$ cat src/rtl/sc_spawner_pkg.sv
// Shared definitions for the obstacle spawner: FSM encodings, gap table and lane helpers.
package sc_spawner_pkg;

  localparam int unsigned ROW_WIDTH_DEF = 8;
  localparam int unsigned GAP_W_DEF     = 3;
  localparam int unsigned LANE_W        = 3;
  localparam int unsigned LANE_COUNT    = 8;
  localparam int unsigned LEVEL_W       = 2;
  localparam int unsigned STATE_W       = 2;
  localparam int unsigned GAP_TBL_W     = 3;

  typedef enum logic [STATE_W-1:0] {
    ST_IDLE    = 2'b00,
    ST_COUNT   = 2'b01,
    ST_SPAWN   = 2'b10,
    ST_ADVANCE = 2'b11
  } spawnState_t;

  // Scroll ticks between obstacles for each difficulty level.
  localparam logic [GAP_TBL_W-1:0] GAP_LEVEL0 = 3'd4;
  localparam logic [GAP_TBL_W-1:0] GAP_LEVEL1 = 3'd3;
  localparam logic [GAP_TBL_W-1:0] GAP_LEVEL2 = 3'd2;
  localparam logic [GAP_TBL_W-1:0] GAP_LEVEL3 = 3'd1;

  function automatic logic [GAP_TBL_W-1:0] gapForLevel(input logic [LEVEL_W-1:0] level);
    logic [GAP_TBL_W-1:0] gap;
    case (level)
      2'd0:    gap = GAP_LEVEL0;
      2'd1:    gap = GAP_LEVEL1;
      2'd2:    gap = GAP_LEVEL2;
      default: gap = GAP_LEVEL3;
    endcase
    return gap;
  endfunction

  // Never repeat the previous lane: bump by one, wrapping 7 -> 0.
  function automatic logic [LANE_W-1:0] pickLane(input logic [LANE_W-1:0] rnd,
                                                 input logic [LANE_W-1:0] last);
    logic [LANE_W-1:0] lane;
    lane = (rnd == last) ? LANE_W'(rnd + LANE_W'(1)) : rnd;
    return lane;
  endfunction

  function automatic logic [LANE_COUNT-1:0] laneOneHot(input logic [LANE_W-1:0] lane);
    logic [LANE_COUNT-1:0] oneHot;
    oneHot = LANE_COUNT'(1) << lane;
    return oneHot;
  endfunction

endpackage

$ cat src/rtl/sc_gap_counter.sv
// Scroll-tick gap counter: load has priority over decrement, otherwise holds.
module sc_gap_counter
  import sc_spawner_pkg::*;
#(
  parameter int unsigned GAP_W = GAP_W_DEF
) (
  input  logic             SC_GapCOUNTER_CLOCK_50,
  input  logic             SC_RegSHIFTER_RESET_InHigh,
  input  logic             SC_GapCOUNTER_load_InHigh,
  input  logic [GAP_W-1:0] SC_GapCOUNTER_loadValue_InBUS,
  input  logic             SC_GapCOUNTER_decrement_InHigh,
  output logic [GAP_W-1:0] SC_GapCOUNTER_count_OutBUS
);

  logic [GAP_W-1:0] gapCount;

  // Decrement saturates at zero so a stray request cannot wrap the gap.
  always_ff @(posedge SC_GapCOUNTER_CLOCK_50 or posedge SC_RegSHIFTER_RESET_InHigh) begin
    if (SC_RegSHIFTER_RESET_InHigh) begin
      gapCount <= '0;
    end else if (SC_GapCOUNTER_load_InHigh) begin
      gapCount <= SC_GapCOUNTER_loadValue_InBUS;
    end else if (SC_GapCOUNTER_decrement_InHigh && (gapCount != '0)) begin
      gapCount <= gapCount - GAP_W'(1);
    end
  end

  assign SC_GapCOUNTER_count_OutBUS = gapCount;

endmodule

$ cat src/rtl/sc_obstacle_spawner.sv
// Obstacle spawner: emits one road row per scroll tick, with an obstacle every GAP[level] ticks.
module sc_obstacle_spawner
  import sc_spawner_pkg::*;
#(
  parameter int unsigned ROW_WIDTH = ROW_WIDTH_DEF,
  parameter int unsigned GAP_W     = GAP_W_DEF
) (
  input  logic                 SC_ObstacleSPAWNER_CLOCK_50,
  input  logic                 SC_RegSHIFTER_RESET_InHigh,
  input  logic                 SC_ObstacleSPAWNER_enable_InHigh,
  input  logic                 SC_ObstacleSPAWNER_scrollTick_InHigh,
  input  logic [LANE_W-1:0]    SC_ObstacleSPAWNER_random_InBUS,
  input  logic [LEVEL_W-1:0]   SC_ObstacleSPAWNER_level_InBUS,
  output logic [ROW_WIDTH-1:0] SC_ObstacleSPAWNER_row_OutBUS,
  output logic                 SC_ObstacleSPAWNER_rowValid_OutHigh,
  output logic                 SC_ObstacleSPAWNER_rndAdvance_OutHigh,
  output logic                 SC_ObstacleSPAWNER_overrun_OutHigh,
  output logic [STATE_W-1:0]   SC_ObstacleSPAWNER_state_OutBUS
);

  spawnState_t           state;
  logic [LANE_W-1:0]     lastLane;
  logic [LANE_W-1:0]     pendingLane;
  logic [LANE_W-1:0]     laneSel;
  logic [ROW_WIDTH-1:0]  rowReg;
  logic                  rowValidReg;
  logic                  rndAdvanceReg;
  logic                  overrunReg;

  logic [GAP_W-1:0]      gapCount;
  logic [GAP_W-1:0]      gapReloadValue;
  logic                  gapLoad;
  logic                  gapDecrement;
  logic                  gapMoreThanOne;

  assign laneSel        = pickLane(SC_ObstacleSPAWNER_random_InBUS, lastLane);
  assign gapReloadValue = GAP_W'(gapForLevel(SC_ObstacleSPAWNER_level_InBUS));
  assign gapMoreThanOne = (gapCount > GAP_W'(1));

  // Gap is reloaded on leaving IDLE and in SPAWN, so level changes land only at a reload.
  always_comb begin
    gapLoad      = 1'b0;
    gapDecrement = 1'b0;
    if ((state == ST_IDLE) && SC_ObstacleSPAWNER_enable_InHigh) begin
      gapLoad = 1'b1;
    end else if (state == ST_SPAWN) begin
      gapLoad = 1'b1;
    end else if ((state == ST_COUNT) && SC_ObstacleSPAWNER_enable_InHigh &&
                 SC_ObstacleSPAWNER_scrollTick_InHigh && gapMoreThanOne) begin
      gapDecrement = 1'b1;
    end
  end

  sc_gap_counter #(
    .GAP_W(GAP_W)
  ) uGapCounter (
    .SC_GapCOUNTER_CLOCK_50         (SC_ObstacleSPAWNER_CLOCK_50),
    .SC_RegSHIFTER_RESET_InHigh     (SC_RegSHIFTER_RESET_InHigh),
    .SC_GapCOUNTER_load_InHigh      (gapLoad),
    .SC_GapCOUNTER_loadValue_InBUS  (gapReloadValue),
    .SC_GapCOUNTER_decrement_InHigh (gapDecrement),
    .SC_GapCOUNTER_count_OutBUS     (gapCount)
  );

  // FSM and registered outputs; row and strobes default low every cycle.
  always_ff @(posedge SC_ObstacleSPAWNER_CLOCK_50 or posedge SC_RegSHIFTER_RESET_InHigh) begin
    if (SC_RegSHIFTER_RESET_InHigh) begin
      state         <= ST_IDLE;
      lastLane      <= '0;
      pendingLane   <= '0;
      rowReg        <= '0;
      rowValidReg   <= 1'b0;
      rndAdvanceReg <= 1'b0;
      overrunReg    <= 1'b0;
    end else begin
      rowReg        <= '0;
      rowValidReg   <= 1'b0;
      rndAdvanceReg <= 1'b0;
      case (state)
        ST_IDLE: begin
          if (SC_ObstacleSPAWNER_enable_InHigh) begin
            state <= ST_COUNT;
          end
        end
        ST_COUNT: begin
          if (!SC_ObstacleSPAWNER_enable_InHigh) begin
            state <= ST_IDLE;
          end else if (SC_ObstacleSPAWNER_scrollTick_InHigh) begin
            rowValidReg <= 1'b1;
            if (!gapMoreThanOne) begin
              rowReg      <= ROW_WIDTH'(laneOneHot(laneSel));
              pendingLane <= laneSel;
              state       <= ST_SPAWN;
            end
          end
        end
        ST_SPAWN: begin
          lastLane      <= pendingLane;
          rndAdvanceReg <= 1'b1;
          state         <= ST_ADVANCE;
          if (SC_ObstacleSPAWNER_scrollTick_InHigh) begin
            overrunReg <= 1'b1;
          end
        end
        ST_ADVANCE: begin
          state <= SC_ObstacleSPAWNER_enable_InHigh ? ST_COUNT : ST_IDLE;
          if (SC_ObstacleSPAWNER_scrollTick_InHigh) begin
            overrunReg <= 1'b1;
          end
        end
        default: begin
          state <= ST_IDLE;
        end
      endcase
    end
  end

  assign SC_ObstacleSPAWNER_row_OutBUS         = rowReg;
  assign SC_ObstacleSPAWNER_rowValid_OutHigh   = rowValidReg;
  assign SC_ObstacleSPAWNER_rndAdvance_OutHigh = rndAdvanceReg;
  assign SC_ObstacleSPAWNER_overrun_OutHigh    = overrunReg;
  assign SC_ObstacleSPAWNER_state_OutBUS       = state;

endmodule

$ cat config.mk
export PLATFORM = sky130hd
export DESIGN_NAME = sc_obstacle_spawner
export DESIGN_NICKNAME = d
export VERILOG_FILES = /design/src/rtl/sc_spawner_pkg.sv /design/src/rtl/sc_gap_counter.sv /design/src/rtl/sc_obstacle_spawner.sv
export SDC_FILE = /design/constraint.sdc
export NUM_CORES = 1
export LEC_CHECK = 0
export BUFFER_PORTS_ARGS = -buffer_cell sky130_fd_sc_hd__buf_4
export CORE_MARGIN = 4
export CORE_UTILIZATION = 58
export CTS_CLUSTER_SIZE = 20
export DETAILED_ROUTE_END_ITERATION = 8
export PLACE_DENSITY = 0.83
export SLEW_MARGIN = 25
export SYNTH_ARGS = -nofsm -noshare
export SYNTH_HDL_FRONTEND = slang
export SYNTH_HIERARCHICAL = 1
export SYNTH_SLANG_ARGS = --single-unit
$ cat constraint.sdc
create_clock -name SC_ObstacleSPAWNER_CLOCK_50 -period 3.3 [get_ports SC_ObstacleSPAWNER_CLOCK_50]
set_input_delay 0 -clock SC_ObstacleSPAWNER_CLOCK_50 [delete_from_list [all_inputs] [get_ports SC_ObstacleSPAWNER_CLOCK_50]]
set_output_delay 0 -clock SC_ObstacleSPAWNER_CLOCK_50 [all_outputs]
set_load 0.01 [all_outputs]
==> results of run 1 <==
## critical path, stage by stage (launching register included)
cell and delay [ns]:
dfrtp_1 0.45, xor2_2 0.25, nor4b_4 0.38, mux2i_1 0.38, nor2_1 0.10
## per-stage QoR
stage          std cells  hold slack [ns]  instance area [um2]  power [uW]  setup WS [ns]
6_report             169           0.0760                 1430         969           1.63
5_1_grt              169           0.0693                 1430        1030           1.48
4_1_cts              169           0.0695                 1430         964           1.62
3_5_place_dp         162           -0.112                 1340         760           1.65
3_3_place_gp         162           -0.120                 1340         733           1.72
2_1_floorplan        118           -0.246                 1180         664           1.78
## state kept, by name (all words and copies together), names as in the netlist, named ones only
signal / flops
SC_ObstacleSPAWNER_overrun_OutHigh: 1
SC_ObstacleSPAWNER_rndAdvance_OutHigh: 1
SC_ObstacleSPAWNER_rowValid_OutHigh: 1
SC_ObstacleSPAWNER_row_OutBUS: 8
SC_ObstacleSPAWNER_state_OutBUS: 1
lastLane: 3
pendingLane: 3
uGapCounter/SC_GapCOUNTER_count_OutBUS: 3
## report_power, final
part | internal [uW] | total (uW) | switching, uW | leakage (uW)
clock | 123 | 202 | 79.1 | 0.0000279
combinational | 161 | 361 | 200 | 0.000379
sequential | 337 | 406 | 68.5 | 0.000283
total | 621 | 969 | 348 | 0.000690
## per-layer routing
layer / part of all wire / track usage
met4: 0.015 / 0.0638
met5: 0 / 0
met2: 0.50 / 0.316
met1: 0.42 / 0.216
met3: 0.061 / 0.0479
## cell usage after synthesis (all sizes together) (2+ instances only)
cell	number	area [um2]
o21ai	2	10.0
dfrtp	22	551
o21a	2	15.0
mux2i	3	33.8
xnor2	2	17.5
nor3	6	30.0
nor4	2	12.5
xor2	3	41.3
a221o	3	30.0
a21oi	6	30.0
ha	6	75.1
nand2	9	33.8
nor4b	4	50.1
nor2	16	60.1
buf	3	27.5
nand2b	2	12.5
inv	13	48.8
nor2b	2	12.5
## final cells by class
cell class              count  area, um2
clock buffers               3       22.5
clock inverters             1       30.0
inverters                  13       48.8
flip-flops and latches     22        551
fillers                   153        515
repair buffers             24        188
multi-input cells          79        553
well taps                  27       33.8
## final timing paths
path                       slack [ns]                                        end                          startpoint
setup / recovery                 1.63           SC_ObstacleSPAWNER_row_OutBUS[6]                         lastLane[2]
hold / removal                   0.08                             pendingLane[0]  SC_ObstacleSPAWNER_random_InBUS[0]
setup reg to reg                 1.63           SC_ObstacleSPAWNER_row_OutBUS[6]                         lastLane[2]
hold reg to reg                  0.48         SC_ObstacleSPAWNER_overrun_OutHigh  SC_ObstacleSPAWNER_overrun_OutHigh
max in group asynchronous        2.49                             pendingLane[2]          SC_RegSHIFTER_RESET_InHigh
min in group asynchronous        0.12  uGapCounter/SC_GapCOUNTER_count_OutBUS[0]          SC_RegSHIFTER_RESET_InHigh
## cells by family after synthesis
kind of cell | synth area share
simple gates | 0.210
mux | 0.0285
xor+xnor | 0.0496
compound gates | 0.115
flops | 0.465
fa+ha+maj | 0.0634
buf+inv | 0.0686
## what timing repair did
item                                   in CTS  in global routing
hold buffers                                3                  0
endpoints found under the hold margin      25                  0
resized for setup                           0                  0
## cell usage in the layout, fill, tap and decap left out, types with 2 or more instances in the layout
master         netlist  final
a21oi_1              6      6
a221o_1              3      3
buf_4                0     21
clkbuf_4             0      3
dfrtp_1             22     22
dlygate4sd3_1        0      3
ha_1                 6      6
inv_1               13     13
mux2i_1              2      2
nand2_1              9      9
nand2b_1             2      2
nor2_1              16     16
nor2b_1              2      2
nor3_1               6      6
nor4_1               2      2
nor4b_1              3      3
o21a_1               2      2
o21ai_0              2      2
xnor2_1              2      2
xor2_2               2      2
==> impl_results.md, run 1 <==
* Final TNS setup at 0 ns
* Std-Cell Rows at 16
* WL/cell at roughly 14 um
* Hold Path Stages at 3
* Post-DP HPWL at 1790 um
* Root Buffer: clkbuf_4
* Pleak at 0.000690 uW
* Die width at 53.2 um
* Post-synthesis cell count at 118
* Final cycle utilization of the critical path at 0.507
* Number of vias per cell at 5.53
* Pin count of the biggest net entering global routing at 20
* I/O pin cnt at 22
* Via count at roughly 940
* Worst Path Required at 3.48 ns
* Vias in the first global route at 923
* Max clock buf depth at 2
* Core box area at around 1900 um2
* Yosys cell types at 34
* Seq cells post-synth at 22
* Maximum VDD drop at 492 uV
* Residual DRC at 0
* Starting Density at 0.610
* H-tree depth at 1
* Status: finished clean
* Critical path launch point type: flop
* Clock transition at path regs at 0.12 ns
* Setup Buffers After CTS at 0
* Layout cells sized above 1 at 0.225
* Relative slew slack at 0.531
* Syn_nets at between 100 and 150
* Crit path capture type: flop
* GP Congestion at about 0.89
* Detail Route Antenna Nets at 0
* Chip height at 53.2 um
* Layout area overhead at 20.4%
* Gr usage total at 0.183
* Max Cap Violations at 0
* Worst R2R Path Depth at 4
* CTS Buf Count at 3
* # diodes at 0
* Crit path time final at 1.67 ns
* Nets at 158
* FFs w/ async S/R, synth at 1.00
* Ys flop type: dfrtp_1
* Clk Latency, worst-skew pair at ~0.30 ns
* Syn. warnings at 6
* CTS tree: yes
* Clock sink total at 22
* WL final at around 2300 um
* EDFF count, synth at 0
* Initial antenna violation count at 0
* F_max at 597 MHz
* Worst path arrival time at between 1.5 and 2 ns
* Worst Skew at 0.00779 ns
* Pre-antenna DRT Iters at 4
* Crit Path Class: reg2reg
* IO Port Bufs at 21
* Final Hold Fails at 0
* Power density over the cells at 679 nW/um2
* Synth Area per Inst at approximately 10 um2
* Die area at 2830 um2
* Mapped Area at 1180 um2
* Unrepaired setup endpoints after global routing: false
* Seq/Total Area, Yosys at 0.465
* First-pass GRT wire length at 3800 um
* Worst-path fanout max at 7
* Initial DRC count at 20
* Worst hold path class: in2reg
* Post-layout util at 0.735
* Slew of the pin with the lowest slew margin at 0.702 ns
* Final Slew Violations at 0
* Grt total ovfl at 0
* Final setup viols at 0
Power figures use the tool's default switching activity.
==> run 2, diff against run 1 <==
- CORE_UTILIZATION: 58 -> 54
- PLACE_DENSITY: 0.83 -> 0.78
- clock period: 3.3 -> 1.6 ns (I/O delays scaled with it)
==> impl_results.md, run 2 (synthesis gave the netlist of run 1 again) <==
* Share of power burned in registers at 0.381 (-0.038)
* Nets at 165 (+4.4%)
* Comb pwr share at 0.416 (+0.043)
* Worst hold path class: in2reg
* Status: finished clean
* Pre-antenna DRT Iters at 4 (unchanged)
* CTS Buf Count at 3 (unchanged)
* DP Worst Slack at -0.0269 ns (-1.68 ns)
* Hold Path Origin: SC_ObstacleSPAWNER_random_InBUS[1]
* F_max at 635 MHz (+6.3%)
* Die area at 3010 um2 (+6.3%)
* Post-DP HPWL at 1810 um (+1.2%)
* Post-layout util at 0.740 (+0.00556)
* Max Cap Violations at 0 (unchanged)
* Final setup viols at 0 (unchanged)
* Clk Latency, worst-skew pair at 0.32 ns (+0.02 ns)
* Switch share at 0.355 (-0.00367)
* I/O pin cnt at 22 (unchanged)
* H-tree depth at 1 (unchanged)
* Worst Path Required at 1.87 ns (-1.61 ns)
* Worst R2R Path Depth at 4 (unchanged)
* Power density over the cells at 1420 nW/um2 (+110%)
* Pleak at 0.000725 uW (+5.1%)
* WL final at 2460 um (+5.5%)
* Final Hold Fails at 0 (unchanged)
* Power Internal at 1370 uW (+120%)
* Clock sink total at 22 (unchanged)
* Slew of the pin with the lowest slew margin at 0.689 ns (-0.0133 ns)
* GP Congestion at 0.765 (-14%)
* IO Port Bufs at 21 (unchanged)
* Layout area overhead at 26.3%
* Vias in the first global route at 890 (-3.6%)
* Initial antenna violation count at 0 (unchanged)
* R2r endpoint: pendingLane[2]
* Pin count of the biggest net entering global routing at 20 (unchanged)
* Number of vias per cell at 5.51 (-0.49%)
* Hold Path Stages at 3 (unchanged)
* Unrepaired setup endpoints after global routing: true
* Chip height at 54.8 um (+3.1%)
* Std-Cell Rows at 16 (unchanged)
* Crit path capture type: flop
* Die width at 54.8 um (+3.1%)
* Crit path time final at 1.58 ns (-0.0991 ns)
* NetSw at 752 uW (+120%)
* Crit Path Class: reg2reg
* Detail Route Antenna Nets at 0 (unchanged)
* Via count at 969 (+3.6%)
* # diodes at 0 (unchanged)
* Grt total ovfl at 0 (unchanged)
* Hold endpoint: pendingLane[1]
* WL/cell at 13.9 um (+1.3%)
* Starting Density at 0.586 (-0.0242)
* Root Buffer: clkbuf_4
* Critical path launch point type: flop
* Worst Skew at 0.0108 ns (+0.00296 ns)
* Maximum VDD drop at 1020 uV (+110%)
* Worst path arrival time at 1.84 ns (-0.02 ns)
* Reg-to-reg startpoint: lastLane[2]
* Final Slew Violations at 0 (unchanged)
* First-pass GRT wire length at 3960 um (+4.2%)
* Worst R2R Setup Slack at 0.02 ns (-1.60 ns)
* Core box area at 2020 um2 (+4.1%)
* Commonest non-fill, non-tap cell in the layout: buf_4
* Max clock buf depth at 2 (unchanged)
* Gr usage total at 0.193 (+0.0104)
* Layout cells sized above 1 at 0.295 (+0.0699)
* Most frequent cells in the layout: buf_4, dfrtp_1, nor2_1, inv_1, nand2_1
* Final cycle utilization of the critical path at 0.985 (+0.477)
* Initial DRC count at 24 (+20%)
* Relative slew slack at 0.540 (+0.00885)
* Worst-path fanout max at 5 (-2)
* Final setup margin at 0.0246 ns (-1.60 ns)
* Residual DRC at 0 (unchanged)
* CTS tree: yes
* Clock power share at 0.203 (-0.005)
* Clock transition at path regs at 0.13 ns (about the same)
* Max reg flops at 8 (unchanged)
run 2: cell count changes in the layout (fill, tap and decap cells not counted), sizes merged:
cell,change
buf,+7
run 2: what timing repair did:
action | CTS | global route
pin swaps | 2 | 3
endpoints found under the hold margin | 25 | 0
endpoints found under the setup margin | 9 | 12
gates resized for setup | 0 | 5
setup buffers | 1 | 0
hold buffers | 3 | 0
run 2: worst max-delay path by stage:
stage | depth (start not counted) | end | slack (ns) | start
2_1_floorplan | 4 | pendingLane[2] | 0.08 | lastLane[2]
3_3_place_gp | 4 | pendingLane[2] | 0.06 | lastLane[2]
3_5_place_dp | 4 | pendingLane[2] | -0.03 | lastLane[2]
4_1_cts | 4 | pendingLane[2] | 0.002 | lastLane[1]
5_1_grt | 4 | pendingLane[2] | -0.07 | lastLane[2]
6_report | 4 | pendingLane[2] | 0.02 | lastLane[2]
run 2: through the flow:
stage	instances	hold slack [ns]	instance area, um2	total power, uW	TNS [ns]
2_1_floorplan	118	-0.246	1180	1370	0
3_3_place_gp	168	-0.119	1390	1610	0
3_5_place_dp	168	-0.111	1390	1660	-0.0484
4_1_cts	176	0.0822	1480	2110	0
5_1_grt	176	0.0913	1500	2260	-0.318
6_report	176	0.0922	1500	2120	0
run 2: power groups by stage:
stage	Clock, uW	Sequential (uW)	Combinational (uW)
global placement	0	816	794
finish	429	807	881
floorplan	0	817	553
global route	460	827	976
CTS	437	806	869
detailed placement	0	819	839
run 2: worst max-delay path, stage by stage, from the launching register on:
cell and delay (ns):
dfrtp_1 0.43, xor2_2 0.18, nor4b_4 0.36, mux2i_2 0.39
o21a_1 0.18
run 2: layer usage:
metal / vias up / routed length, um / GRT usage
met5: - / 0 / 0
met4: 0 / 65 / 0.112
met3: 7 / 178 / 0.0436
met2: 56 / 1180 / 0.301
met1: 447 / 1030 / 0.243
li1: 459 / - / -
run 2: final cells by class:
class | instances | area (um2)
clock buffer | 3 | 22.5
clock inverter | 1 | 30.0
fill | 151 | 526
inverter | 13 | 48.8
multi-input combinational | 79 | 571
sequential | 22 | 551
tap | 27 | 33.8
timing repair buffer | 31 | 240
==> run 3, diff against run 2 <==
- CORE_ASPECT_RATIO: unset -> 1.1
==> impl_results.md, run 3 (synthesis gave the netlist of run 1 again) <==
* Worst setup endpoint: pendingLane[2]
* Pin count of the biggest net entering global routing at 20 (unchanged)
* Pleak at 0.000728 uW (+0.37%)
* Worst R2R Setup Slack at -0.001 ns (-0.03 ns)
* Final Slew Violations at 0 (unchanged)
* Clock transition at path regs at 0.12 ns (about the same)
* Max Cap Violations at 0 (unchanged)
* Final setup margin at -0.00123 ns (-0.0259 ns)
* Residual DRC at 0 (unchanged)
* Multi-input gate area at 576 um2 (+0.88%)
* Unrepaired setup endpoints after global routing: true
* Hold_ws at 0.0897 ns (-0.00260 ns)
* Crit path capture type: flop
* Core box area at 2040 um2 (+0.99%)
* Critical path launch point type: flop
* # diodes at 0 (unchanged)
* Clk Latency, worst-skew pair at 0.31 ns (about the same)
* Max reg flops at 8 (unchanged)
* Worst R2R Path Depth at 4 (unchanged)
* Crit Path Class: reg2reg
* Die area at 3010 um2 (about the same)
* Max clock buf depth at 2 (unchanged)
* CTS tree: yes
* Reg-to-reg startpoint: lastLane[2]
* Worst Path Required at 1.86 ns (about the same)
* Number of vias per cell at 5.38 (-2.2%)
* Post-DP HPWL at 1810 um (about the same)
* Post-layout util at 0.736 (-0.00419)
* F_max at 625 MHz (-1.6%)
* Pre-antenna DRT Iters at 4 (unchanged)
* Initial antenna violation count at 0 (unchanged)
* Maximum VDD drop at 1140 uV (+12%)
* Register area at 551 um2 (unchanged)
* Crit path time final at 1.60 ns (+0.0259 ns)
* Via count at 953 (-1.7%)
* GP Congestion at 0.768 (+0.46%)
* Worst-path fanout max at 5 (unchanged)
* Worst Skew at 0.00726 ns (-0.00349 ns)
* Nets at 165 (unchanged)
* Placed Instances at 169 (+0.60%)
* Slew of the pin with the lowest slew margin at 0.717 ns (+0.0276 ns)
* Starting Density at 0.580 (-0.00575)
* Relative slew slack at 0.522 (-0.0184)
* Initial DRC count at 33 (+38%)
* Post-Layout Cell Count at 177 (+0.57%)
* WL/cell at 13.6 um (-2.5%)
* Commonest non-fill, non-tap cell in the layout: buf_4
* Power density over the cells at 1400 nW/um2 (-1.4%)
* Slowest stage delay, CP at 0.44 ns (about the same)
* CTS Buf Count at 3 (unchanged)
* Worst path arrival time at 1.86 ns (+0.02 ns)
* Slowest stage cell on the critical path: dfrtp_1
* Gr usage total at 0.177 (-0.0167)
* Std-Cell Rows at 17 (+1)
* Die width at 52.7 um (-4.0%)
* Failing checks: setup timing
* Grt total ovfl at 0 (unchanged)
* Root Buffer: clkbuf_4
* Worst setup path startpoint: lastLane[2]
* Status: finished with violations
* H-tree depth at 1 (unchanged)
* Layout fillers at 140 (-7.3%)
* Final setup viols at 1 (+1)
* Chip height at 57.1 um (+4.2%)
* I/O pin cnt at 22 (unchanged)
* IO Port Bufs at 21 (unchanged)
* Worst hold path class: in2async
* WL final at 2410 um (-1.9%)
* First-pass GRT wire length at 3950 um (-0.18%)
* Vias in the first global route at 934 (+4.9%)
* Most frequent cells in the layout: buf_4, dfrtp_1, nor2_1
* Layout cells sized above 1 at 0.295 (unchanged)
* Layout area overhead at 26.8%
* Clock sink total at 22 (unchanged)
* Final Hold Fails at 0 (unchanged)
* Final TNS setup at -0.00123 ns (-0.00123 ns)
* Cell breakdown of the critical path: xor2_2 -> nor4b_4 -> mux2i_2 -> o21a_1
* R2r endpoint: pendingLane[2]
* Final cycle utilization of the critical path at 1.00 (+0.0162)
* Detail Route Antenna Nets at 0 (unchanged)
[run 3: worst min-delay path by stage]
stage,end,cells past startpoint,startpoint,slack [ns]
finish,uGapCounter/SC_GapCOUNTER_count_OutBUS[2],3,SC_RegSHIFTER_RESET_InHigh,0.09
detailed placement,uGapCounter/SC_GapCOUNTER_count_OutBUS[2],2,SC_RegSHIFTER_RESET_InHigh,-0.11
global placement,uGapCounter/SC_GapCOUNTER_count_OutBUS[1],2,SC_RegSHIFTER_RESET_InHigh,-0.12
floorplan,uGapCounter/SC_GapCOUNTER_count_OutBUS[0],1,SC_RegSHIFTER_RESET_InHigh,-0.25
global route,uGapCounter/SC_GapCOUNTER_count_OutBUS[2],3,SC_RegSHIFTER_RESET_InHigh,0.09
CTS,pendingLane[1],3,SC_ObstacleSPAWNER_random_InBUS[1],0.08
[run 3: layout make-up]
class	instances	share of cell area
timing repair buffer	31	0.160
sequential	22	0.366
clock buffer	3	0.0150
clock inverter	1	0.0200
inverter	13	0.0325
tap	28	0.0233
multi-input combinational	79	0.383
[run 3: worst max-delay path: cells and delay by family (launching register included)]
family           cells  cell delay (ns)
AND/OR/NAND/NOR      1             0.39
multiplexers         1             0.38
XOR/XNOR             1             0.18
flip-flops           1             0.44
AO/OA/AOI/OAI        1             0.17
[run 3: power by group]
part           internal (uW)  switching [uW]
Clock                    253             166
Sequential               696             115
Combinational            410             458
[run 3: per-layer routing]
metal,GRT usage,share of wire,vias to the layer above
met5,0,0,-
li1,-,-,462
met3,0.0418,0.057,9
met2,0.310,0.50,36
met1,0.204,0.40,446
met4,0.0657,0.036,0
[run 3: metrics by stage]
stage / power [uW] / instance area, um2 / worst slack, ns
floorplan: 1370 / 1180 / 0.0781
global placement: 1600 / 1390 / 0.0583
detailed placement: 1640 / 1390 / 0.0258
CTS: 2080 / 1480 / 0.0169
global route: 2260 / 1500 / -0.0852
finish: 2100 / 1500 / -0.00123
[run 3: what timing repair did]
action                                  4_1_cts  5_1_grt
hold buffers                                  3        0
endpoints found under the hold margin        25        0
endpoints found under the setup margin        1       12
pin swaps                                     1        5
setup buffers                                 1        0
resized for setup                             0        5
cloned                                        0        0
